$ cat config.mk
export PLATFORM = sky130hd
export DESIGN_NAME = instr_fetch_flat
export DESIGN_NICKNAME = d
export VERILOG_FILES = /design/src/rtl/instr_fetch_if.sv /design/src/rtl/instr_fetch.sv /design/src/flat_wrapper.sv
export SDC_FILE = /design/constraint.sdc
export NUM_CORES = 1
export LEC_CHECK = 0
export ABC_AREA = 1
export BUFFER_PORTS_ARGS = -buffer_cell sky130_fd_sc_hd__buf_2
export CORE_MARGIN = 2
export CORE_UTILIZATION = 60
export DETAILED_ROUTE_END_ITERATION = 6
export GPL_TIMING_DRIVEN = 0
export PLACE_DENSITY_LB_ADDON = 0.25
export RECOVER_POWER = 100
export SYNTH_ARGS = -nofsm -noshare
export SYNTH_HDL_FRONTEND = slang
export SYNTH_SLANG_ARGS = --single-unit
$ cat constraint.sdc
create_clock -name clk -period 8.75 [get_ports clk]
set_clock_uncertainty 0.1 [all_clocks]
set_input_delay 0 -clock clk [delete_from_list [all_inputs] [get_ports clk]]
set_output_delay 0 -clock clk [all_outputs]
set_load 0.005 [all_outputs]
$ cat src/rtl/instr_fetch_if.sv
// Instruction-memory read port: req/addr from the fetch stage, rvalid/rdata from memory.
interface instr_fetch_if #(
  parameter int ADDR_W = 32
);
  logic              imem_req;
  logic [ADDR_W-1:0] imem_addr;
  logic              imem_rvalid;
  logic [31:0]       imem_rdata;

  modport master (output imem_req, output imem_addr, input imem_rvalid, input imem_rdata);
  modport slave  (input imem_req, input imem_addr, output imem_rvalid, output imem_rdata);
endinterface

$ cat src/rtl/instr_fetch.sv
// Fetch stage: owns the PC, issues one memory read per fetch_go, presents the word to cu.
// Stops on the all-zero halt word or on a memory timeout; branch redirects may arrive at any time.
module instr_fetch #(
  parameter int                ADDR_W    = 32,
  parameter logic [ADDR_W-1:0] RESET_PC  = '0,
  parameter int                PC_STEP   = 4,
  parameter int                TIMEOUT   = 15,
  parameter logic [31:0]       NOP_INSTR = 32'h0000_0013
) (
  input  logic              clk,
  input  logic              rst,
  input  logic              fetch_go,
  input  logic              redirect_valid,
  input  logic [ADDR_W-1:0] redirect_pc,
  instr_fetch_if.master     imem,
  output logic [31:0]       instruction,
  output logic              instr_valid,
  output logic [ADDR_W-1:0] pc_out,
  output logic              halted,
  output logic              fetch_err
);
  localparam int              CNT_W       = $clog2(TIMEOUT + 1);
  localparam logic [CNT_W-1:0] TIMEOUT_CNT = CNT_W'(TIMEOUT);

  typedef enum logic [1:0] {IDLE, WAIT, HOLD, HALTED} state_t;

  state_t            state_reg, state_next;
  logic [ADDR_W-1:0] pc_reg, pc_next;
  logic              req_reg, req_next;
  logic [ADDR_W-1:0] addr_reg, addr_next;
  logic [31:0]       instr_reg, instr_next;
  logic              valid_reg, valid_next;
  logic [ADDR_W-1:0] pc_out_reg, pc_out_next;
  logic              halted_reg, halted_next;
  logic              err_reg, err_next;
  logic [CNT_W-1:0]  count_reg, count_next;
  logic              pend_reg, pend_next;
  logic [ADDR_W-1:0] pend_pc_reg, pend_pc_next;

  logic [ADDR_W-1:0] redirect_target;
  logic [ADDR_W-1:0] restart_pc;
  logic [CNT_W-1:0]  count_inc;

  always_comb begin
    state_next      = state_reg;
    pc_next         = pc_reg;
    req_next        = req_reg;
    addr_next       = addr_reg;
    instr_next      = instr_reg;
    valid_next      = valid_reg;
    pc_out_next     = pc_out_reg;
    halted_next     = halted_reg;
    err_next        = err_reg;
    count_next      = count_reg;
    pend_next       = pend_reg;
    pend_pc_next    = pend_pc_reg;
    redirect_target = {redirect_pc[ADDR_W-1:2], 2'b00};
    restart_pc      = redirect_valid ? redirect_target : pend_pc_reg;
    count_inc       = count_reg + CNT_W'(1);

    case (state_reg)
      IDLE, HOLD: begin
        if (redirect_valid) pc_next = redirect_target;
        if (fetch_go) begin
          req_next   = 1'b1;
          addr_next  = redirect_valid ? redirect_target : pc_reg;
          valid_next = 1'b0;
          count_next = '0;
          state_next = WAIT;
        end
      end
      WAIT: begin
        if (imem.imem_rvalid) begin
          if (redirect_valid || pend_reg) begin
            // A redirect seen during the read wins: drop the word, refetch at the target.
            pc_next    = restart_pc;
            addr_next  = restart_pc;
            count_next = '0;
            pend_next  = 1'b0;
          end else begin
            instr_next  = imem.imem_rdata;
            pc_out_next = pc_reg;
            valid_next  = 1'b1;
            req_next    = 1'b0;
            if (imem.imem_rdata == 32'h0) begin
              halted_next = 1'b1;
              state_next  = HALTED;
            end else begin
              pc_next    = pc_reg + ADDR_W'(PC_STEP);
              state_next = HOLD;
            end
          end
        end else begin
          if (redirect_valid) begin
            pend_next    = 1'b1;
            pend_pc_next = redirect_target;
          end
          count_next = count_inc;
          if (count_inc == TIMEOUT_CNT) begin
            req_next   = 1'b0;
            err_next   = 1'b1;
            state_next = HALTED;
          end
        end
      end
      HALTED: state_next = HALTED;
      default: state_next = IDLE;
    endcase
  end

  always_ff @(posedge clk or posedge rst) begin
    if (rst) begin
      state_reg   <= IDLE;
      pc_reg      <= RESET_PC;
      req_reg     <= 1'b0;
      addr_reg    <= RESET_PC;
      instr_reg   <= NOP_INSTR;
      valid_reg   <= 1'b0;
      pc_out_reg  <= RESET_PC;
      halted_reg  <= 1'b0;
      err_reg     <= 1'b0;
      count_reg   <= '0;
      pend_reg    <= 1'b0;
      pend_pc_reg <= RESET_PC;
    end else begin
      state_reg   <= state_next;
      pc_reg      <= pc_next;
      req_reg     <= req_next;
      addr_reg    <= addr_next;
      instr_reg   <= instr_next;
      valid_reg   <= valid_next;
      pc_out_reg  <= pc_out_next;
      halted_reg  <= halted_next;
      err_reg     <= err_next;
      count_reg   <= count_next;
      pend_reg    <= pend_next;
      pend_pc_reg <= pend_pc_next;
    end
  end

  assign imem.imem_req  = req_reg;
  assign imem.imem_addr = addr_reg;
  assign instruction    = instr_reg;
  assign instr_valid    = valid_reg;
  assign pc_out         = pc_out_reg;
  assign halted         = halted_reg;
  assign fetch_err      = err_reg;
endmodule

$ cat src/flat_wrapper.sv
// flat-port wrapper written by rule: the top's interface ports become plain ports
module instr_fetch_flat 
#(
  parameter int                ADDR_W    = 32,
  parameter logic [ADDR_W-1:0] RESET_PC  = '0,
  parameter int                PC_STEP   = 4,
  parameter int                TIMEOUT   = 15,
  parameter logic [31:0]       NOP_INSTR = 32'h0000_0013
)
  (clk, rst, fetch_go, redirect_valid, redirect_pc, instruction, instr_valid, pc_out, halted, fetch_err, imem_imem_req, imem_imem_addr, imem_imem_rvalid, imem_imem_rdata);
  instr_fetch_if #(.ADDR_W(ADDR_W)) imem_i ();
  input  logic clk;
  input  logic rst;
  input  logic fetch_go;
  input  logic redirect_valid;
  input  logic [ADDR_W-1:0] redirect_pc;
  output logic [31:0] instruction;
  output logic instr_valid;
  output logic [ADDR_W-1:0] pc_out;
  output logic halted;
  output logic fetch_err;
  output wire logic [$bits(imem_i.imem_req)-1:0] imem_imem_req;
  output wire logic [$bits(imem_i.imem_addr)-1:0] imem_imem_addr;
  input wire logic [$bits(imem_i.imem_rvalid)-1:0] imem_imem_rvalid;
  input wire logic [$bits(imem_i.imem_rdata)-1:0] imem_imem_rdata;
  assign imem_imem_req = imem_i.imem_req;
  assign imem_imem_addr = imem_i.imem_addr;
  assign imem_i.imem_rvalid = imem_imem_rvalid;
  assign imem_i.imem_rdata = imem_imem_rdata;
  instr_fetch #(.ADDR_W(ADDR_W), .RESET_PC(RESET_PC), .PC_STEP(PC_STEP), .TIMEOUT(TIMEOUT), .NOP_INSTR(NOP_INSTR)) u_core (.clk(clk), .rst(rst), .fetch_go(fetch_go), .redirect_valid(redirect_valid), .redirect_pc(redirect_pc), .imem(imem_i), .instruction(instruction), .instr_valid(instr_valid), .pc_out(pc_out), .halted(halted), .fetch_err(fetch_err));
endmodule
==> run metrics <==
largest net degree at the start of global routing=131; Worst Setup Path Type=reg2reg; final slew viol count=42; Slew HR=-0.2898; Crit path arrival time=3.80 ns; GRT Util Overall=0.3652; later-pin clock latency in the skew report=0.43 ns; layout cell share with drive strength beyond 1=0.1110; Max-Cap Viols=1; Max clock buf depth=2; total number of vias=8822; GRT Residual Overflow=0; Reg2Reg Depth=12; PostCTS Resize Cnt=0; Via density=5.562; Core ar.=13930 µm²; # IOs=169; worst min path class=in2reg; total CTS buffers=17; finished layout cell area=10670 µm²; Post-CTS Repair Setup Buffers=0; Final Setup Violations=0; CTS H-tree lvls=4; placed cell areas=9652 µm²; nets@finish=1465; Fill cells=1078; PwrDens=352.2 nW/µm²; Leak=5.280 nW; vias in the first global route=8218; CTS tree=done; die height=123.5 µm; Yosys reg bits=171; element type at the critical path end=flip-flop; fmax=0.2828 GHz; post-synthesis sequential area ratio=0.5000; hold depth=5; average wire per standard cell=17.29 µm; Final GP Congestion=1.035; area growth from synthesis to layout=24.55%; met1 usage=0.4739; Tot Pwr=0.003757 W; first-pass GRT wire length=41690 µm; Starting Density=0.6147; clk slew on worst S/H paths=0.06 ns; met2 global-route usage=0.5893; Placed Instances=1489; post-synthesis instance total=1143; Starting DRT DRC Count=881; initial antenna violation count=1; unrepaired setup endpoints after global routing=no; Cell Rows=43; Final min period=3.536 ns; Final ANT Viol Nets=0; drc violations=0; post-DP HPWL=19090 µm; post-route non-filler standard cell count=1586; Netlist cell types=33; Post-Route Utilization=0.7656; # clock sinks=171; Antenna Cells=0; Fin Setup TNS=0 ns; global route hottest layer=met2; status=complete, but fails checks; Die Area=15250 µm²; Mapped Area=8566 µm²; port bufs=165; Worst Max-Slew Pin Slew=1.924 ns; die width=123.5 µm; met3 capacity usage during global routing=0.1019; WP data required=9.02 ns; Max VDD drop=0.1780 mV; Root Driver=clkbuf_16; drt total wl=27430 µm; Final period util=0.4041; Mapped Avg Cell Area=7.494 µm²; Worst Setup Start Kind=flip-flop; failing checks=capacitance limit, slew limit; Syn. warnings=0; drt first pass iters=7; Final Hold Vio Count=0; syn_nets=1215; critical-path maximum fanout=10
Yosys cell counts:
cell / number / area share
nand2_1: 430 / 0.19
dfrtp_1: 168 / 0.49
o21ai_0: 164 / 0.096
inv_1: 85 / 0.037
nor2_1: 85 / 0.037
nand3_1: 58 / 0.034
buf_2: 29 / 0.017
clkbuf_1: 24 / 0.011
o21ai_1: 18 / 0.011
o21a_1: 13 / 0.011
o22ai_1: 12 / 0.0088
a21boi_0: 11 / 0.0096
a21oi_1: 5 / 0.0029
inv_2: 4 / 0.0018
nor2_2: 4 / 0.0029
nor2_4: 4 / 0.0053
or2_2: 4 / 0.0029
xor2_1: 4 / 0.0041
dfstp_2: 3 / 0.0092
ha_1: 3 / 0.0044
inv_4: 2 / 0.0015
nand2_4: 2 / 0.0026
a21o_1: 1 / 0.00088
and2_1: 1 / 0.00073
buf_6: 1 / 0.0013
clkinv_2: 1 / 0.00058
nand2_2: 1 / 0.00073
nor2_8: 1 / 0.0023
nor3_1: 1 / 0.00058
o211ai_1: 1 / 0.00088
o21bai_1: 1 / 0.00088
o21bai_2: 1 / 0.0013
xnor2_1: 1 / 0.0010
logic make-up (layout without fill, tap and decap cells):
kind of cell | Yosys count | after routing | share of synthesized area
flops | 171 | 171 | 0.5000
xor+xnor | 5 | 5 | 0.005112
fa+ha+maj | 3 | 3 | 0.004383
buf+inv | 146 | 409 | 0.06982
compound gates | 227 | 227 | 0.1430
simple gates | 591 | 591 | 0.2777
routing by layer:
metal / share of wire / vias to the layer above
li1: - / 4132
met1: 0.41 / 4103
met2: 0.46 / 505
met3: 0.10 / 80
met4: 0.032 / 2
met5: 0.00026 / -
power by group:
group	internal (W)	leakage, nW	switching (W)
clock	0.000405	0.260	0.000301
sequential	0.00118	2.13	0.000264
combinational	0.000541	2.89	0.00106
critical path: stages (launching register included):
cell	delay, ns
dfrtp_1	0.38
inv_1	0.08
nand2_1	0.24
nor2_1	0.55
clkinvlp_2	0.51
nand2_1	0.19
nor2_1	0.11
clkinvlp_2	0.14
nand2_1	0.23
clkinvlp_2	0.31
clkbuf_1	0.42
nand2_1	0.12
nand2_1	0.09
cell usage in the layout (no fill, tap or decap), drive strengths merged:
cell / count
xnor2: 1
or2: 4
o22ai: 12
dlygate4sd3: 65
xor2: 4
bufinv: 1
o21a: 13
dfstp: 3
clkinvlp: 7
inv: 87
nor2: 94
a21o: 1
nand2: 433
nor3: 1
buf: 111
dfrtp: 168
and2: 1
ha: 3
a21boi: 11
o21ai: 182
nand3: 58
o21bai: 2
clkbuf: 133
a21oi: 5
clkinv: 5
o211ai: 1
worst paths after layout:
path	start	to	slack (ns)
min in group asynchronous	rst	u_core.instruction[17]$_DFFE_PP0P_	0.53
min	redirect_valid	u_core.pend_pc_reg[4]$_DFFE_PP0P_	0.07
max	u_core.state_reg[1]$_DFFE_PP0P_	u_core.pc_reg[20]$_DFFE_PP0P_	5.21
min reg2reg	u_core.instruction[4]$_DFFE_PP1P_	u_core.instruction[4]$_DFFE_PP1P_	0.36
max reg2reg	u_core.state_reg[1]$_DFFE_PP0P_	u_core.pc_reg[20]$_DFFE_PP0P_	5.21
max in group asynchronous	rst	u_core.pend_pc_reg[24]$_DFFE_PP0P_	6.69
what timing repair did:
item	CTS	global route
hold endpoints to repair	257	0
hold buffers	65	0
setup endpoints to repair	0	0
through the flow:
step           worst slack, ns  hold WS, ns
2_1_floorplan            4.023    -0.003806
3_3_place_gp             2.246       0.1187
3_5_place_dp             6.502     -0.09743
4_1_cts                  6.505      0.01019
5_1_grt                  4.902       0.1083
6_report                 5.214      0.07078
area by class of cell:
cell class | count | area [µm²] | share of cell area
Sequential cell | 171 | 4283 | 0.4014
Multi-Input combinational cell | 826 | 3628 | 0.3401
Timing Repair Buffer | 231 | 1421 | 0.1332
Clock buffer | 24 | 471.7 | 0.04421
Inverter | 92 | 350.3 | 0.03284
Tap cell | 180 | 225.2 | 0.02111
Buffer | 54 | 216.5 | 0.02029
Clock inverter | 8 | 72.57 | 0.006802
Note: power is estimated with default switching activity, not from simulation.
